$ cat src/rtl/spi_display_if.sv
// Host handshake and SPI pins of the 7-segment display driver.
// The host drives ena/start/digits_in; the driver owns the rest.
interface spi_display_if #(
   parameter int unsigned NUM_DIGITS = 6
);
   logic                    ena;
   logic                    start;
   logic [4*NUM_DIGITS-1:0] digits_in;
   logic                    ready;
   logic                    busy;
   logic                    done;
   logic                    cs_n;
   logic                    sck;
   logic                    mosi;

   modport master (
      output ena, start, digits_in,
      input  ready, busy, done,
      input  cs_n, sck, mosi
   );

   modport slave (
      input  ena, start, digits_in,
      output ready, busy, done,
      output cs_n, sck, mosi
   );
endinterface

$ cat src/rtl/spi_display_driver.sv
// SPI driver for a MAX7219-style 7-segment controller: init
// sequence after reset, then one BCD word per digit per refresh.
module spi_display_driver #(
   parameter int unsigned NUM_DIGITS = 6,
   parameter int unsigned SCK_DIV    = 2,
   parameter logic [3:0]  INTENSITY  = 4'h8,
   parameter logic [7:0]  DP_MASK    = 8'b0001_0100
) (
   input logic          clk,
   input logic          rst_n,
   spi_display_if.slave bus
);

   typedef enum logic [2:0] {
      S_INIT,
      S_IDLE,
      S_LOAD,
      S_SHIFT,
      S_GAP
   } state_t;

   localparam logic [8:0] DIV_LAST = 9'(SCK_DIV - 1);
   localparam logic [8:0] GAP_LAST = 9'(2 * SCK_DIV - 1);
   localparam logic [2:0] INIT_END = 3'd4;
   localparam logic [2:0] DIG_END  = 3'(NUM_DIGITS - 1);
   localparam logic [7:0] DEC_MASK = 8'((1 << NUM_DIGITS) - 1);
   localparam logic [7:0] SCAN_LIM = 8'(NUM_DIGITS - 1);

   state_t                  state_q, state_d;
   logic [8:0]              cnt_q, cnt_d;
   logic                    half_q, half_d;
   logic [3:0]              bit_q, bit_d;
   logic [2:0]              widx_q, widx_d;
   logic                    init_q, init_d;
   logic                    pend_q, pend_d;
   logic [4*NUM_DIGITS-1:0] dig_q, dig_d;

   logic        active;
   logic        launch;
   logic [3:0]  nib;
   logic [3:0]  addr;
   logic [15:0] word;

   // The word on the wire is always derived from the current index.
   always_comb begin
      nib  = dig_q[{widx_q, 2'b00} +: 4];
      addr = {1'b0, widx_q} + 4'd1;
      word = {4'h0, addr, DP_MASK[widx_q], 3'b000, nib};
      if (init_q) begin
         case (widx_q)
            3'd0:    word = 16'h0C01;
            3'd1:    word = {8'h09, DEC_MASK};
            3'd2:    word = {8'h0B, SCAN_LIM};
            3'd3:    word = {8'h0A, 4'h0, INTENSITY};
            default: word = 16'h0F00;
         endcase
      end
   end

   assign active = (state_q == S_LOAD) ||
                   (state_q == S_SHIFT);
   assign launch = bus.ena & (pend_q | bus.start);

   assign bus.cs_n  = ~active;
   assign bus.sck   = active & half_q;
   assign bus.mosi  = active & word[bit_q];
   assign bus.done  = (state_q == S_GAP) &&
                      (cnt_q == GAP_LAST) &&
                      !init_q && (widx_q == DIG_END);
   assign bus.busy  = ((state_q != S_IDLE) &&
                       (state_q != S_INIT)) || pend_q;
   assign bus.ready = (state_q == S_IDLE) && !pend_q;

   always_comb begin
      state_d = state_q;
      cnt_d   = cnt_q;
      half_d  = half_q;
      bit_d   = bit_q;
      widx_d  = widx_q;
      init_d  = init_q;
      pend_d  = pend_q;
      dig_d   = dig_q;

      if (!bus.ena)
         pend_d = 1'b0;
      else if (bus.start && !init_q &&
               state_q != S_IDLE &&
               state_q != S_INIT)
         pend_d = 1'b1;

      unique case (state_q)
         S_INIT: begin
            state_d = S_LOAD;
            widx_d  = 3'd0;
            init_d  = 1'b1;
            cnt_d   = 9'd0;
            half_d  = 1'b0;
            bit_d   = 4'd15;
         end
         S_IDLE: begin
            if (bus.ena && bus.start) begin
               state_d = S_LOAD;
               widx_d  = 3'd0;
               dig_d   = bus.digits_in;
            end
         end
         S_LOAD, S_SHIFT: begin
            state_d = S_SHIFT;
            if (cnt_q == DIV_LAST) begin
               cnt_d  = 9'd0;
               half_d = ~half_q;
               if (half_q) begin
                  if (bit_q == 4'd0)
                     state_d = S_GAP;
                  else
                     bit_d = bit_q - 4'd1;
               end
            end else begin
               cnt_d = cnt_q + 9'd1;
            end
         end
         S_GAP: begin
            if (cnt_q == GAP_LAST) begin
               cnt_d   = 9'd0;
               half_d  = 1'b0;
               bit_d   = 4'd15;
               state_d = S_LOAD;
               if (init_q) begin
                  if (widx_q == INIT_END) begin
                     state_d = S_IDLE;
                     init_d  = 1'b0;
                  end else begin
                     widx_d = widx_q + 3'd1;
                  end
               end else if (widx_q == DIG_END) begin
                  // Queued refresh restarts with a fresh snapshot.
                  if (launch) begin
                     widx_d = 3'd0;
                     dig_d  = bus.digits_in;
                     pend_d = 1'b0;
                  end else begin
                     state_d = S_IDLE;
                  end
               end else begin
                  widx_d = widx_q + 3'd1;
               end
            end else begin
               cnt_d = cnt_q + 9'd1;
            end
         end
         default: state_d = S_INIT;
      endcase
   end

   always_ff @(posedge clk or negedge rst_n) begin
      if (!rst_n) begin
         state_q <= S_INIT;
         cnt_q   <= 9'd0;
         half_q  <= 1'b0;
         bit_q   <= 4'd15;
         widx_q  <= 3'd0;
         init_q  <= 1'b1;
         pend_q  <= 1'b0;
         dig_q   <= '0;
      end else begin
         state_q <= state_d;
         cnt_q   <= cnt_d;
         half_q  <= half_d;
         bit_q   <= bit_d;
         widx_q  <= widx_d;
         init_q  <= init_d;
         pend_q  <= pend_d;
         dig_q   <= dig_d;
      end
   end

endmodule
$ cat src/flat_wrapper.sv
// flat-port wrapper written by rule: the top's interface ports become plain ports
module spi_display_driver_flat 
#(
   parameter int unsigned NUM_DIGITS = 6,
   parameter int unsigned SCK_DIV    = 2,
   parameter logic [3:0]  INTENSITY  = 4'h8,
   parameter logic [7:0]  DP_MASK    = 8'b0001_0100
)
  (clk, rst_n, bus_ena, bus_start, bus_digits_in, bus_ready, bus_busy, bus_done, bus_cs_n, bus_sck, bus_mosi);
  spi_display_if #(.NUM_DIGITS(NUM_DIGITS)) bus_i ();
  input logic clk;
  input logic rst_n;
  input wire logic [$bits(bus_i.ena)-1:0] bus_ena;
  input wire logic [$bits(bus_i.start)-1:0] bus_start;
  input wire logic [$bits(bus_i.digits_in)-1:0] bus_digits_in;
  output wire logic [$bits(bus_i.ready)-1:0] bus_ready;
  output wire logic [$bits(bus_i.busy)-1:0] bus_busy;
  output wire logic [$bits(bus_i.done)-1:0] bus_done;
  output wire logic [$bits(bus_i.cs_n)-1:0] bus_cs_n;
  output wire logic [$bits(bus_i.sck)-1:0] bus_sck;
  output wire logic [$bits(bus_i.mosi)-1:0] bus_mosi;
  assign bus_i.ena = bus_ena;
  assign bus_i.start = bus_start;
  assign bus_i.digits_in = bus_digits_in;
  assign bus_ready = bus_i.ready;
  assign bus_busy = bus_i.busy;
  assign bus_done = bus_i.done;
  assign bus_cs_n = bus_i.cs_n;
  assign bus_sck = bus_i.sck;
  assign bus_mosi = bus_i.mosi;
  spi_display_driver #(.NUM_DIGITS(NUM_DIGITS), .SCK_DIV(SCK_DIV), .INTENSITY(INTENSITY), .DP_MASK(DP_MASK)) u_core (.clk(clk), .rst_n(rst_n), .bus(bus_i));
endmodule
$ cat config.mk
export PLATFORM = sky130hd
export DESIGN_NAME = spi_display_driver_flat
export DESIGN_NICKNAME = d
export VERILOG_FILES = /design/src/rtl/spi_display_if.sv /design/src/rtl/spi_display_driver.sv /design/src/flat_wrapper.sv
export SDC_FILE = /design/constraint.sdc
export NUM_CORES = 1
export LEC_CHECK = 0
export BUFFER_PORTS_ARGS = -buffer_cell sky130_fd_sc_hd__buf_4
export CORE_MARGIN = 5
export CORE_UTILIZATION = 48
export CTS_CLUSTER_SIZE = 16
export DETAILED_ROUTE_END_ITERATION = 8
export PLACE_DENSITY = 0.67
export SLEW_MARGIN = 20
export SYNTH_ARGS = -nofsm -noshare
export SYNTH_HDL_FRONTEND = slang
export SYNTH_SLANG_ARGS = --single-unit
$ cat constraint.sdc
create_clock -name clk -period 3 [get_ports clk]
set_input_delay 0.3 -clock clk [delete_from_list [all_inputs] [get_ports clk]]
set_output_delay 0.3 -clock clk [all_outputs]
set_load 0.05 [all_outputs]
After elaboration in Yosys (flattened, before gate mapping):

Memories as Yosys holds them, arrays and structs flattened.
Index checks and enable logic that the tools add are counted.

* equality and inequality tests: 22
* shifts and indexed selects: 1
* reduce and logical (&&, ||, !) cells: 28
* bitwise logic cells: 6
* add/sub/neg operators: 4
* mux-type cells: 50
* $lt $le $gt $ge: 2

Operator list (number)
* 24-bit two-way mux: 5
* 24-bit one-hot mux with 2 select lines: 1
* 11-bit one-hot mux with 4 select lines: 1
* 3-bit two-way mux: 13
* 9-bit one-hot mux with 3 select lines: 1
* 24-bit by 6-bit variable part select with 4-bit output: 1
* 9-bit two-way mux: 2
* 4-bit two-way mux: 4
* 1-bit two-way mux: 14
* 3-bit by 2-bit == test with 1-bit output (second input constant): 4
* 12-bit two-way mux: 1
* 3-bit one-hot mux with 4 select lines: 1
* 4-bit one-hot mux with 3 select lines: 1
* 2-bit inequality test (second input constant): 5
* 5-bit AND reduction: 2
* 9-bit by 1-bit adder with 9-bit output (second input constant): 1
* 3-bit == test (second input constant): 3
* 9-bit by 1-bit == test with 1-bit output (second input constant): 1
* 9-bit by 2-bit == test with 1-bit output (second input constant): 1
* 1-bit logical AND: 9
* 3-bit one-hot mux with 3 select lines: 1
* 3-bit nonzero test: 3
* 3-bit by 1-bit == test with 1-bit output (second input constant): 2
* 3-bit zero test: 2
* other kinds (24): 34

* memory bits (read-only): 8
* output and inout port bits: 6
* input bits: 28
* memories: 1
* word-level logic and storage cells: 122
* register bits: 46

Memory list
* (no name shown): words 8, bits a word 1, rd ports 1, clocked after Yosys merged registers in 0, wr ports 0, RTL line spi_display_driver.sv:48 `word = {4'h0, addr, DP_MASK[widx_q], 3'b000, nib};`

Depth between registers and ports, before layout:

Gate-level depths: netlist of run 1.

* word-level depth: 11
* mapped depth: 9
* gate-level depth less buffers: 7

Worst setup path after synthesis of run 1:

No wires, ideal clock.

* path type: reg-to-output
* start: reg u_core.widx_q[0]
* end: out bus_mosi
* data arrival time: 2.831 ns
* stages on the path, launching flop included: 10
* path buffers: 2
* slack: -0.131 ns
* cell sequence: dfrtp_1 > clkbuf_1 > buf_1 > inv_1 > ha_1 > nand2b_1 > and3_1 > a2111oi_0 > o21ai_0 > a31oi_1

* word-level cells in the longest chain between the ends: 6
* elaborated cells on any way between the ends: 13

RTL lines
* start: declaration: RTL line spi_display_driver.sv:33 `logic [2:0] widx_q, widx_d;`
* start signal: assignment: RTL line spi_display_driver.sv:170 `widx_q <= widx_d;`
* branches (longest 2 deep; another with 24-bit by 6-bit variable part select with 4-bit output)
* 12-bit two-way mux (*): RTL line spi_display_driver.sv:49 `if (init_q) begin`
* 1-bit binary-select mux with 4-bit select (*): RTL line spi_display_driver.sv:66 `assign bus.mosi = active & word[bit_q];`
* 1-bit two-way mux (not written as such) (*): RTL line spi_display_driver.sv:66
* 1-bit AND (*): RTL line spi_display_driver.sv:66
* end: declaration: RTL line flat_wrapper.sv:21 `output wire logic [$bits(bus_i.mosi)-1:0] bus_mosi;`

Every way passes the cells marked *. The select of a mux whose other input is x is not followed.

Worst setup path after layout of run 1:

Same ends and word-level chain as after synthesis.

==> results of run 1 <==
[worst max-delay path: stages, from the launching register on]
cell	delay, ns
sky130_fd_sc_hd__dfrtp_1	0.48
sky130_fd_sc_hd__buf_4	0.21
sky130_fd_sc_hd__ha_1	0.20
sky130_fd_sc_hd__ha_1	0.29
sky130_fd_sc_hd__nor2_1	0.09
sky130_fd_sc_hd__a311oi_1	0.06
sky130_fd_sc_hd__o41ai_1	0.26
sky130_fd_sc_hd__o21ai_0	0.17
sky130_fd_sc_hd__a31oi_2	0.17
sky130_fd_sc_hd__buf_4	0.22
[cells in the mapped netlist (2+ instances only)]
library cell	count
sky130_fd_sc_hd__buf_8	2
sky130_fd_sc_hd__o32ai_1	2
sky130_fd_sc_hd__nor2_1	27
sky130_fd_sc_hd__o22ai_1	2
sky130_fd_sc_hd__o21ai_0	13
sky130_fd_sc_hd__clkbuf_1	8
sky130_fd_sc_hd__dfstp_2	5
sky130_fd_sc_hd__a21oi_1	11
sky130_fd_sc_hd__mux4_2	2
sky130_fd_sc_hd__a31oi_1	7
sky130_fd_sc_hd__mux2i_1	11
sky130_fd_sc_hd__or3_1	2
sky130_fd_sc_hd__nand4_1	8
sky130_fd_sc_hd__xnor2_1	2
sky130_fd_sc_hd__nor3_1	4
sky130_fd_sc_hd__nand3_1	4
sky130_fd_sc_hd__nand2_1	9
sky130_fd_sc_hd__or3b_2	2
sky130_fd_sc_hd__a211o_1	2
sky130_fd_sc_hd__nand3b_1	2
sky130_fd_sc_hd__dfrtp_1	41
sky130_fd_sc_hd__and3_2	2
sky130_fd_sc_hd__mux2_4	20
sky130_fd_sc_hd__xor2_1	5
sky130_fd_sc_hd__nand2b_1	4
sky130_fd_sc_hd__inv_1	9
sky130_fd_sc_hd__and3_1	4
sky130_fd_sc_hd__mux2_2	8
sky130_fd_sc_hd__ha_1	9
[metrics by stage]
stage | area (um2) | worst slack (ns) | power [mW] | hold WS (ns) | cells
2_1_floorplan | 2760 | 0.121 | 1.97 | 0.00441 | 253
3_3_place_gp | 3070 | 0.552 | 2.23 | 0.337 | 351
3_5_place_dp | 3070 | 0.550 | 2.25 | 0.345 | 351
4_1_cts | 3160 | 0.224 | 2.64 | 0.0115 | 359
5_1_grt | 3160 | 0.0559 | 2.80 | 0.0307 | 359
6_report | 3160 | 0.243 | 2.62 | -0.00972 | 359
[cell type report]
cell class / instances / area [um2]
Clock buffer: 6 / 72.6
Clock inverter: 2 / 13.8
Fill cell: 501 / 2380
Inverter: 9 / 33.8
Multi-Input combinational cell: 185 / 1480
Sequential cell: 46 / 1160
Tap cell: 72 / 90.1
Timing Repair Buffer: 39 / 305
[metal layers]
layer  vias to the layer above  track usage  wire length (um)  share of wire
li1                        990            -                 -              -
met1                       997        0.249              2900           0.48
met5                         -            0                 0              0
met4                         0       0.0532               108          0.018
met2                        75        0.272              2750           0.45
met3                        11       0.0346               286          0.047
[kinds of logic after synthesis]
logic type	after synthesis	share of synthesized area
compound gates	52	0.125
flops	46	0.421
fa+ha+maj	9	0.0409
buf+inv	22	0.0423
xor+xnor	7	0.0223
mux	41	0.198
simple gates	76	0.151
[report_power, final]
part / internal, mW / leakage [nW] / switching [mW]
registers: 0.862 / 0.560 / 0.205
logic: 0.607 / 0.774 / 0.572
clock network: 0.165 / 0.0452 / 0.214
total: 1.63 / 1.38 / 0.991
[state kept, by name, summed over array words and instances (netlist names)]
name / cells
u_core.init_q: 1
u_core.bit_q: 4
u_core.cnt_q: 9
u_core.half_q: 1
u_core.widx_q: 3
u_core.pend_q: 1
u_core.state_q: 3
u_core.dig_q: 24
[how the worst min path moves through the flow]
| stage | startpoint | to | slack (ns) | cells after the start |
|---|---|---|---|---|
| 3_5_place_dp | rst_n | u_core.dig_q[2]$_DFFE_PN0P_ | 0.35 | 1 |
| 2_1_floorplan | rst_n | u_core.cnt_q[0]$_DFFE_PN0N_ | 0.004 | 0 |
| 3_3_place_gp | rst_n | u_core.dig_q[2]$_DFFE_PN0P_ | 0.34 | 1 |
| 6_report | rst_n | u_core.dig_q[2]$_DFFE_PN0P_ | -0.01 | 1 |
| 5_1_grt | rst_n | u_core.dig_q[2]$_DFFE_PN0P_ | 0.03 | 1 |
| 4_1_cts | rst_n | u_core.dig_q[2]$_DFFE_PN0P_ | 0.01 | 1 |
==> impl_summary.log, run 1 <==
INFO  metric status = finished with violations
INFO  metric failing_checks = hold timing
INFO  metric design.core.area = 0.00554 mm2
INFO  metric p_per_area = 831 mW/mm2
INFO  metric critPathMaxFanout = 7
INFO  metric worst_pin_slew = 0.779 ns
INFO  metric timing.setup.tns = 0 ns
INFO  metric number_of_antenna_violations_at_the_first_check_in_global_routing = 0
INFO  metric cts-buffers-inserted = 5
INFO  metric wire_per_inst = 16.8 um
INFO  metric minimum_clock_period = 2.76 ns
INFO  metric first_global_vias = 2117
INFO  metric num-nets-final = 323
INFO  metric route.detailed.drc = 0
INFO  metric detail_route.wirelength = 6050 um
INFO  metric post_route_cells_drive_above_1_share = 0.324
INFO  metric worst_skew = 0.00649 ns
INFO  metric critical_path.startpoint_type = register
INFO  metric netlist.area_leader.share = 0.373
INFO  metric clkTransAtPathRegs = 0.09 ns
INFO  metric r2r_slack = 0.53 ns
INFO  metric worst_ir_drop_on_vdd = 0.367 mV
INFO  metric layout_common_cells = sky130_fd_sc_hd__dfrtp_1 (41), sky130_fd_sc_hd__buf_4 (38), sky130_fd_sc_hd__nor2_1 (27)
INFO  metric hold_slack = -0.00972 ns
INFO  metric drtPass1Iterations = 6
INFO  metric timing.fmax = 363 MHz
INFO  metric syn_std_cell_area = 0.00275 mm2
INFO  metric rsz0062_at_grt = no
INFO  metric ys.warnings.count = 0
INFO  metric hpwl = 4330 um
INFO  metric final_common_cell = sky130_fd_sc_hd__dfrtp_1
INFO  metric clock_tree_from_tritoncts = done
INFO  metric syn2layout_area_growth = 14.7%
INFO  metric report.final.slew_viol_count = 0
INFO  metric synthArstFlopShare = 1.00
INFO  metric final_design_utilization = 0.570
INFO  metric leakagePower = 1.38 nW
INFO  metric final_min_period_over_clock_period = 0.919
INFO  metric synth_nets = 290
INFO  metric routabilityCongestion = 0.854
INFO  metric post_synth_main_area_contributors = sky130_fd_sc_hd__dfrtp_1 (37%), sky130_fd_sc_hd__mux2_4 (11%), sky130_fd_sc_hd__dfstp_2 (4.8%)
INFO  metric cts.path.max_buffers = 2
INFO  metric reg_to_reg_end = u_core.dig_q[23]$_DFFE_PN0P_
INFO  metric synth_ff_type = sky130_fd_sc_hd__dfrtp_1
INFO  metric clock_latency_reported_for_the_late_side_of_the_worst_skew_pair = 0.30 ns
INFO  metric synth_sequential_area_ratio = 0.421
INFO  metric beginning_of_the_critical_path = u_core.widx_q[0]$_DFFE_PN0P_
INFO  metric cts_resized = 0
INFO  metric cp_data_required_time = 2.70 ns
INFO  metric dr_total_vias = 2073
INFO  metric hold_path.class = in2async
INFO  metric setup.worst_path.class = reg2out
INFO  metric antenna_diode_count = 0
INFO  metric worstSetupEndpointType = output port
INFO  metric maxCapViolations = 0
INFO  metric worstPathArrival = 2.46 ns
INFO  metric crit_path_end = bus_mosi
INFO  metric dr.first_iter.drc_count = 158
INFO  metric hold_buffers = 0
INFO  metric cts_htree_levels = 2
INFO  metric ys_seq_elements = 46
INFO  metric number_of_unique_standard_cell_types_used_by_synthesis = 55
INFO  metric cts_post_setup_buffers_inserted = 0
INFO  metric synth.avg_cell_area = 10.9 um2
INFO  metric post_synth_inst_count = 253
INFO  metric setup_viol = 0
INFO  metric post-synth-top-area-cell = sky130_fd_sc_hd__dfrtp_1
INFO  metric place.port_buffers = 33
INFO  metric dieHeight = 85.7 um
INFO  metric reg2reg_depth = 6
INFO  metric grt_pass1_wl = 10400 um
INFO  metric globalRoute.totalOverflow = 0
INFO  metric hold_viol = 21
INFO  metric top_level_ports = 34
INFO  metric drt-vias-per-instance = 5.77
INFO  metric grt_start_max_net_pins = 47
INFO  metric core.rowCount = 27
INFO  metric gr-usage-all-layers = 0.176
INFO  metric post_synth_edffs = 0
INFO  metric start_util = 0.497
INFO  metric floorplan.die.width = 85.7 um
INFO  metric die-area = 0.00735 mm2
INFO  metric rr_startpoint = u_core.cnt_q[5]$_DFFE_PN0N_
INFO  metric ant_nets = 0
INFO  metric maxSlewHeadroom = 0.477
INFO  metric clk_root_buffer_cell = sky130_fd_sc_hd__clkbuf_8
INFO  metric numClockSinks = 46
(Power assumes the default switching activity.)
==> run 2: changes to the inputs <==
- clock period: 3 -> 2.8 ns (I/O delays scaled with it)
==> run 2 against run 1 <==
Net effect: the run now ends clean; final cell count rose by 0.56%; core utilization rose by 0.43 points; final area is 0.75% higher; sequential power up 5%.
==> impl_summary.log, run 2 (synthesized netlist as in run 1, its figures left out) <==
INFO  metric status = finished clean (was finished with violations)
INFO  metric report.final.slew_viol_count = 0 (unchanged)
INFO  metric die-area = 0.00735 mm2 (unchanged)
INFO  metric gr-usage-all-layers = 0.168 (was 0.176)
INFO  metric place.port_buffers = 33 (unchanged)
INFO  metric cts_htree_levels = 2 (unchanged)
INFO  metric instances_no_fill = 361 (was 359)
INFO  metric fillCellCount = 489 (was 501)
INFO  metric number_of_antenna_violations_at_the_first_check_in_global_routing = 0 (unchanged)
INFO  metric leakagePower = 1.38 nW (about the same)
INFO  metric setup_viol = 0 (unchanged)
INFO  metric hpwl = 4140 um (was 4330 um)
INFO  metric critical_path_buf_inv_count = 1 (was 2)
INFO  metric syn2layout_area_growth = 15.6% (was 14.7%)
INFO  metric power_frac_comb = 0.460 (was 0.449)
INFO  metric critical-path-slowest-cell = sky130_fd_sc_hd__dfstp_2 (was sky130_fd_sc_hd__dfrtp_1)
INFO  metric top_layer_used = met4 (unchanged)
INFO  metric cell_internal_pwr = 1.77 mW (was 1.63 mW)
INFO  metric drt-vias-per-instance = 5.59 (was 5.77)
INFO  metric core.rowCount = 27 (unchanged)
INFO  metric design.core.area = 0.00554 mm2 (unchanged)
INFO  metric routed-wl-met3 = 228 um (was 286 um)
INFO  metric wire_per_inst = 15.9 um (was 16.8 um)
INFO  metric cts_resized = 0 (unchanged)
INFO  metric start_util = 0.497 (unchanged)
INFO  metric hold_slack = 0.203 ns (was -0.00972 ns)
INFO  metric floorplan.die.width = 85.7 um (unchanged)
INFO  metric p_sw_frac = 0.371 (was 0.378)
INFO  metric p_per_area = 883 mW/mm2 (was 831 mW/mm2)
INFO  metric top_level_ports = 34 (unchanged)
INFO  metric hold_end = u_core.dig_q[20]$_DFFE_PN0P_
INFO  metric drt-met1-wl = 2820 um (was 2900 um)
INFO  metric dp.cells = 352 (was 351)
INFO  metric rsz0062_at_grt = no (unchanged)
INFO  metric rr_startpoint = u_core.cnt_q[5]$_DFFE_PN0N_ (unchanged)
INFO  metric cp_cell_sequence = or3b_2, a21oi_1, o41ai_1, o21ai_0, a31oi_4, buf_4 (was buf_4, ha_1, ha_1, nor2_1, a311oi_1, o41ai_1, o21ai_0, a31oi_2, buf_4)
INFO  metric timing.setup.tns = 0 ns (unchanged)
INFO  metric clock_tree_from_tritoncts = done (unchanged)
INFO  metric hold_path.class = in2reg (was in2async)
INFO  metric detail_route.wirelength = 5750 um (was 6050 um)
INFO  metric num-nets-final = 325 (was 323)
INFO  metric antenna_diode_count = 0 (unchanged)
INFO  metric power.sequential.fraction = 0.399 (was 0.406)
INFO  metric met2_length = 2620 um (was 2750 um)
INFO  metric critical_path.startpoint_type = register (unchanged)
INFO  metric final_min_period_over_clock_period = 0.949
INFO  metric cpPeakStageDelay = 0.77 ns (was 0.48 ns)
INFO  metric first_global_vias = 2013 (was 2117)
INFO  metric maxCapViolations = 0 (unchanged)
INFO  metric hold-path-cell-count = 2
INFO  metric r2r_slack = 0.30 ns (was 0.53 ns)
INFO  metric p_sw = 1.04 mW (was 0.991 mW)
INFO  metric worst_ir_drop_on_vdd = 0.376 mV (was 0.367 mV)
INFO  metric reg2reg_depth = 6 (unchanged)
INFO  metric worst_skew = 0.00676 ns (was 0.00649 ns)
INFO  metric dr_total_vias = 2017 (was 2073)
INFO  metric clkTransAtPathRegs = 0.09 ns (about the same)
INFO  metric reg_to_reg_end = u_core.dig_q[8]$_DFFE_PN0P_ (was u_core.dig_q[23]$_DFFE_PN0P_)
INFO  metric post_route_cells_drive_above_1_share = 0.322 (was 0.324)
INFO  metric clock_latency_reported_for_the_late_side_of_the_worst_skew_pair = 0.30 ns (about the same)
INFO  metric largest_register_ff_count = 24 (unchanged)
INFO  metric minimum_clock_period = 2.66 ns
INFO  metric critPathMaxFanout = 23 (was 7)
INFO  metric grt_pass1_wl = 9900 um (was 10400 um)
INFO  metric path_delay_family = flip-flops (was compound AO/OA/AOI/OAI gates)
INFO  metric drtPass1Iterations = 5 (was 6)
INFO  metric final_common_cell = sky130_fd_sc_hd__dfrtp_1 (unchanged)
INFO  metric globalRoute.totalOverflow = 0 (unchanged)
INFO  metric setup.worst_path.class = reg2out (unchanged)
INFO  metric layout_common_cells = sky130_fd_sc_hd__dfrtp_1 (41), sky130_fd_sc_hd__buf_4 (39), sky130_fd_sc_hd__nor2_1 (27) (was sky130_fd_sc_hd__dfrtp_1 (41), sky130_fd_sc_hd__buf_4 (38), sky130_fd_sc_hd__nor2_1 (27))
INFO  metric cts-buffers-inserted = 5 (unchanged)
INFO  metric timing.fmax = 376 MHz
INFO  metric clk_root_buffer_cell = sky130_fd_sc_hd__clkbuf_8 (unchanged)
INFO  metric numClockSinks = 46 (unchanged)
INFO  metric worst_pin_slew = 0.739 ns (was 0.779 ns)
INFO  metric routabilityCongestion = 0.886 (was 0.854)
INFO  metric worstPathArrival = 2.38 ns (was 2.46 ns)
INFO  metric clockPowerShare = 0.141 (was 0.144)
INFO  metric cp_data_required_time = 2.52 ns (was 2.70 ns)
INFO  metric design_power_total = 2.81 mW (was 2.62 mW)
INFO  metric worst_hold_startpoint = bus_digits_in[20]
INFO  metric grt_start_max_net_pins = 47 (unchanged)
INFO  metric ant_nets = 0 (unchanged)
INFO  metric route.detailed.drc = 0 (unchanged)
INFO  metric dieHeight = 85.7 um (unchanged)
INFO  metric largest_registers = u_core.dig_q: 24 flops, u_core.cnt_q: 9 flops, u_core.bit_q: 4 flops (unchanged)
INFO  metric worstSetupEndpointType = output port (unchanged)
INFO  metric maxSlewHeadroom = 0.504 (was 0.477)
INFO  metric largest-register = u_core.dig_q (unchanged)
INFO  metric cts.path.max_buffers = 2 (unchanged)
INFO  metric dr.first_iter.drc_count = 141 (was 158)
INFO  metric hold_viol = 0 (was 21)
[run 2: changes by cell type in the layout (fill, tap and decap cells not counted), sizes merged]
cell         change
clkinv           -2
buf              +1
clkbuf           +1
clkinvlp         +1
dlygate4sd3      +1
[run 2: power by group through the flow]
stage	clock network [mW]	registers [mW]	logic [mW]
CTS	0.414	1.12	1.30
finish	0.396	1.12	1.29
global route	0.444	1.16	1.40
global placement	0	1.12	1.28
detailed placement	0	1.13	1.30
floorplan	0	1.05	1.06
[run 2: stage by stage]
stage | setup WS (ns) | instance area, um2 | utilization
detailed placement | 0.338 | 3090 | 0.557
finish | 0.143 | 3180 | 0.574
floorplan | 0.0642 | 2770 | -
global route | 0.0116 | 3180 | 0.574
global placement | 0.365 | 3090 | 0.557
CTS | 0.129 | 3180 | 0.574
[run 2: worst max path at each step]
stage	start	to	slack (ns)	cells past startpoint
6_report	u_core.init_q$_DFFE_PN1P_	bus_mosi	0.14	6
5_1_grt	u_core.widx_q[0]$_DFFE_PN0P_	bus_mosi	0.01	8
4_1_cts	u_core.init_q$_DFFE_PN1P_	bus_mosi	0.13	6
3_5_place_dp	u_core.cnt_q[5]$_DFFE_PN0N_	u_core.dig_q[7]$_DFFE_PN0P_	0.34	6
3_3_place_gp	u_core.cnt_q[5]$_DFFE_PN0N_	u_core.dig_q[8]$_DFFE_PN0P_	0.36	6
2_1_floorplan	u_core.widx_q[0]$_DFFE_PN0P_	bus_mosi	0.06	9
[run 2: what timing repair did]
item | 4_1_cts | 5_1_grt
hold buffers | 1 | 0
setup endpoints to repair | 0 | 0
buffers inserted | 0 | 0
endpoints found under the hold margin | 3 | 0
[run 2: area by class of cell]
class,instances,area (um2),area share
Inverter,9,33.8,0.0106
Sequential cell,46,1160,0.364
Multi-Input combinational cell,185,1490,0.469
Clock inverter,1,7.51,0.00236
Clock buffer,7,76.3,0.0240
Tap cell,72,90.1,0.0283
Timing Repair Buffer,41,323,0.101
[run 2: routing by layer]
metal,vias up,GRT usage
li1,998,-
met1,966,0.246
met2,45,0.253
met3,8,0.0327
met4,0,0.0475
met5,-,0
==> run 3: changes to the inputs <==
==> constraint.sdc (replaced) <==
create_clock -name clk -period 2.8 [get_ports clk]
set_input_delay 0.14 -clock clk [delete_from_list [all_inputs] [get_ports clk]]
set_output_delay 0.14 -clock clk [all_outputs]
set_load 0.05 [all_outputs]
==> run 3 against run 2 <==
Net effect: core utilization up 0.43 points; final area up 0.75%; flip-flop and latch count unchanged; non-clock buffer count is the same; total power rose by 4.6%; sequential share of layout area fell by 0.27 points; clock skew is essentially flat; highest routed layer unchanged.
==> impl_summary.log, run 3 (synthesized netlist as in run 1, its figures left out) <==
INFO  metric hold_buffers = 1 (unchanged)
INFO  metric detail_route.wirelength = 6060 um (was 5750 um)
INFO  metric first_global_vias = 2107 (was 2013)
INFO  metric instances_no_fill = 361 (unchanged)
INFO  metric numClockSinks = 46 (unchanged)
INFO  metric report.final.slew_viol_count = 0 (unchanged)
INFO  metric cts.path.max_buffers = 2 (unchanged)
INFO  metric minimum_clock_period = 2.58 ns (was 2.66 ns)
INFO  metric timing.fmax = 387 MHz (was 376 MHz)
INFO  metric power.sequential.fraction = 0.381 (was 0.399)
INFO  metric clkTransAtPathRegs = 0.09 ns (about the same)
INFO  metric path_delay_family = compound AO/OA/AOI/OAI gates (was flip-flops)
INFO  metric gr-usage-all-layers = 0.180 (was 0.168)
INFO  metric worst_path_most_repeated_cell = sky130_fd_sc_hd__buf_4
INFO  metric timing.final.ws_setup = 0.215 ns (was 0.143 ns)
INFO  metric layout_common_cells = sky130_fd_sc_hd__dfrtp_1 (41), sky130_fd_sc_hd__buf_4 (39), sky130_fd_sc_hd__nor2_1 (27) (unchanged)
INFO  metric die-area = 0.00735 mm2 (unchanged)
INFO  metric cts_post_setup_buffers_inserted = 0 (unchanged)
INFO  metric final_design_utilization = 0.578 (was 0.574)
INFO  metric largest_registers = u_core.dig_q: 24 flops, u_core.cnt_q: 9 flops, u_core.bit_q: 4 flops (unchanged)
INFO  metric core.rowCount = 27 (unchanged)
INFO  metric dr.first_iter.drc_count = 155 (was 141)
INFO  metric clock_latency_reported_for_the_late_side_of_the_worst_skew_pair = 0.30 ns (about the same)
INFO  metric post_route_cells_drive_above_1_share = 0.325 (was 0.322)
INFO  metric clock_tree_from_tritoncts = done (unchanged)
INFO  metric maxCapViolations = 0 (unchanged)
INFO  metric grt_most_used_layer = met2 (unchanged)
INFO  metric worst_ir_drop_on_vdd = 0.399 mV (was 0.376 mV)
INFO  metric num-nets-final = 325 (unchanged)
INFO  metric setup.worst_path.class = reg2out (unchanged)
INFO  metric critical-path-slowest-cell = sky130_fd_sc_hd__or3b_2 (was sky130_fd_sc_hd__dfstp_2)
INFO  metric drtPass1Iterations = 6 (was 5)
INFO  metric ant_nets = 0 (unchanged)
INFO  metric top_level_ports = 34 (unchanged)
INFO  metric hold_viol = 0 (unchanged)
INFO  metric p_sw = 1.06 mW (was 1.04 mW)
INFO  metric leakagePower = 1.40 nW (was 1.38 nW)
INFO  metric cts_htree_levels = 2 (unchanged)
INFO  metric antenna_diode_count = 0 (unchanged)
INFO  metric worstPathArrival = 2.44 ns (was 2.38 ns)
INFO  metric use_met1 = 0.259 (was 0.246)
INFO  metric globalRoute.totalOverflow = 0 (unchanged)
INFO  metric fillCellCount = 503 (was 489)
INFO  metric hold_slack = 0.0634 ns (was 0.203 ns)
INFO  metric largest_register_ff_count = 24 (unchanged)
INFO  metric dp.cells = 352 (unchanged)
INFO  metric cp_data_required_time = 2.66 ns (was 2.52 ns)
INFO  metric cell_internal_pwr = 1.88 mW (was 1.77 mW)
INFO  metric grt_util_met2 = 0.275 (was 0.253)
INFO  metric final_min_period_over_clock_period = 0.923 (was 0.949)
INFO  metric cpPeakStageDelay = 0.49 ns (was 0.77 ns)
INFO  metric route.detailed.drc = 0 (unchanged)
INFO  metric timing.setup.tns = 0 ns (unchanged)
INFO  metric grt_pass1_wl = 10700 um (was 9900 um)
INFO  metric drt-vias-per-instance = 5.66 (was 5.59)
INFO  metric largest-register = u_core.dig_q (unchanged)
INFO  metric p_per_area = 917 mW/mm2 (was 883 mW/mm2)
INFO  metric wire_per_inst = 16.8 um (was 15.9 um)
INFO  metric dieHeight = 85.7 um (unchanged)
INFO  metric critical_path_buf_inv_count = 3 (was 1)
INFO  metric final_common_cell = sky130_fd_sc_hd__dfrtp_1 (unchanged)
INFO  metric place.port_buffers = 33 (unchanged)
INFO  metric p_sw_frac = 0.360 (was 0.371)
INFO  metric worst_skew = 0.00646 ns (was 0.00676 ns)
INFO  metric dr_total_vias = 2042 (was 2017)
INFO  metric floorplan.die.width = 85.7 um (unchanged)
INFO  metric rsz0062_at_grt = no (unchanged)
INFO  metric hpwl = 4280 um (was 4140 um)
INFO  metric cts-buffers-inserted = 5 (unchanged)
INFO  metric cp_cell_sequence = buf_4, inv_1, ha_1, or3b_2, a21oi_1, o41ai_1, o21ai_0, a31oi_2, buf_4 (was or3b_2, a21oi_1, o41ai_1, o21ai_0, a31oi_4, buf_4)
INFO  metric hold_path.class = in2reg (unchanged)
INFO  metric groute.layer.met3.usage = 0.0375 (was 0.0327)
INFO  metric worstSetupEndpointType = output port (unchanged)
INFO  metric worst_pin_slew = 0.747 ns (was 0.739 ns)
INFO  metric grt_start_max_net_pins = 47 (unchanged)
INFO  metric setup_viol = 0 (unchanged)
INFO  metric status = finished clean (unchanged)
INFO  metric maxSlewHeadroom = 0.499 (was 0.504)
INFO  metric critPathMaxFanout = 6 (was 23)
INFO  metric power_frac_comb = 0.442 (was 0.460)
INFO  metric cts_resized = 0 (unchanged)
INFO  metric number_of_antenna_violations_at_the_first_check_in_global_routing = 0 (unchanged)
INFO  metric detailedPlace.worstSlack = 0.349 ns (was 0.338 ns)
INFO  metric start_util = 0.497 (unchanged)
INFO  metric syn2layout_area_growth = 16.5% (was 15.6%)
INFO  metric clockPowerShare = 0.177 (was 0.141)
INFO  metric clk_root_buffer_cell = sky130_fd_sc_hd__clkbuf_8 (unchanged)
INFO  metric critical_path.startpoint_type = register (unchanged)
INFO  metric routabilityCongestion = 0.896 (was 0.886)
INFO  metric design.core.area = 0.00554 mm2 (unchanged)
-- run 3: changes by cell type in the layout (fill, tap and decap cells not counted) --
cell / change
sky130_fd_sc_hd__bufinv_16: +1
sky130_fd_sc_hd__clkbuf_1: -1
sky130_fd_sc_hd__a31oi_4: -1
sky130_fd_sc_hd__clkbuf_8: +1
sky130_fd_sc_hd__clkinvlp_4: -1
sky130_fd_sc_hd__a31oi_2: +1
-- run 3: through the flow --
stage | power (mW) | area, um2
final | 2.94 | 3200
after CTS | 2.96 | 3200
after detailed placement | 2.42 | 3080
after global placement | 2.40 | 3080
after global routing | 3.14 | 3200
after floorplan | 2.11 | 2760
-- run 3: power by group through the flow --
stage | registers, mW | logic (mW) | clock network [mW]
6_report | 1.12 | 1.30 | 0.521
2_1_floorplan | 1.05 | 1.06 | 0
3_5_place_dp | 1.13 | 1.30 | 0
4_1_cts | 1.12 | 1.31 | 0.533
5_1_grt | 1.16 | 1.42 | 0.556
3_3_place_gp | 1.12 | 1.28 | 0
-- run 3: path summary, 6_finish.rpt --
| path | depth (start not counted) | endpoint | slack [ns] | startpoint |
|---|---|---|---|---|
| worst max-delay path | 9 | bus_mosi | 0.22 | u_core.widx_q[0]$_DFFE_PN0P_ |
| min in group asynchronous | 2 | u_core.dig_q[14]$_DFFE_PN0P_ | 0.38 | rst_n |
| worst min register to register | 1 | u_core.dig_q[20]$_DFFE_PN0P_ | 0.52 | u_core.dig_q[20]$_DFFE_PN0P_ |
| worst max register to register | 6 | u_core.dig_q[9]$_DFFE_PN0P_ | 0.35 | u_core.cnt_q[5]$_DFFE_PN0N_ |
| worst min-delay path | 2 | u_core.dig_q[6]$_DFFE_PN0P_ | 0.06 | bus_digits_in[6] |
| max in group asynchronous | 2 | u_core.cnt_q[4]$_DFFE_PN0N_ | 2.01 | rst_n |
-- run 3: cell type report --
cell class                 instances  area (um2)  area share
multi-input combinational        185        1480       0.463
sequential                        46        1160       0.361
timing repair buffer              41         323       0.101
tap                               72        90.1      0.0281
clock buffer                       7        86.3      0.0269
inverter                           9        33.8      0.0105
clock inverter                     1        30.0     0.00937
-- run 3: routing by layer --
| layer | vias to the layer above | share of wire |
|---|---|---|
| li1 | 998 | - |
| met1 | 996 | 0.48 |
| met2 | 39 | 0.46 |
| met3 | 9 | 0.038 |
| met4 | 0 | 0.014 |
| met5 | - | 0 |
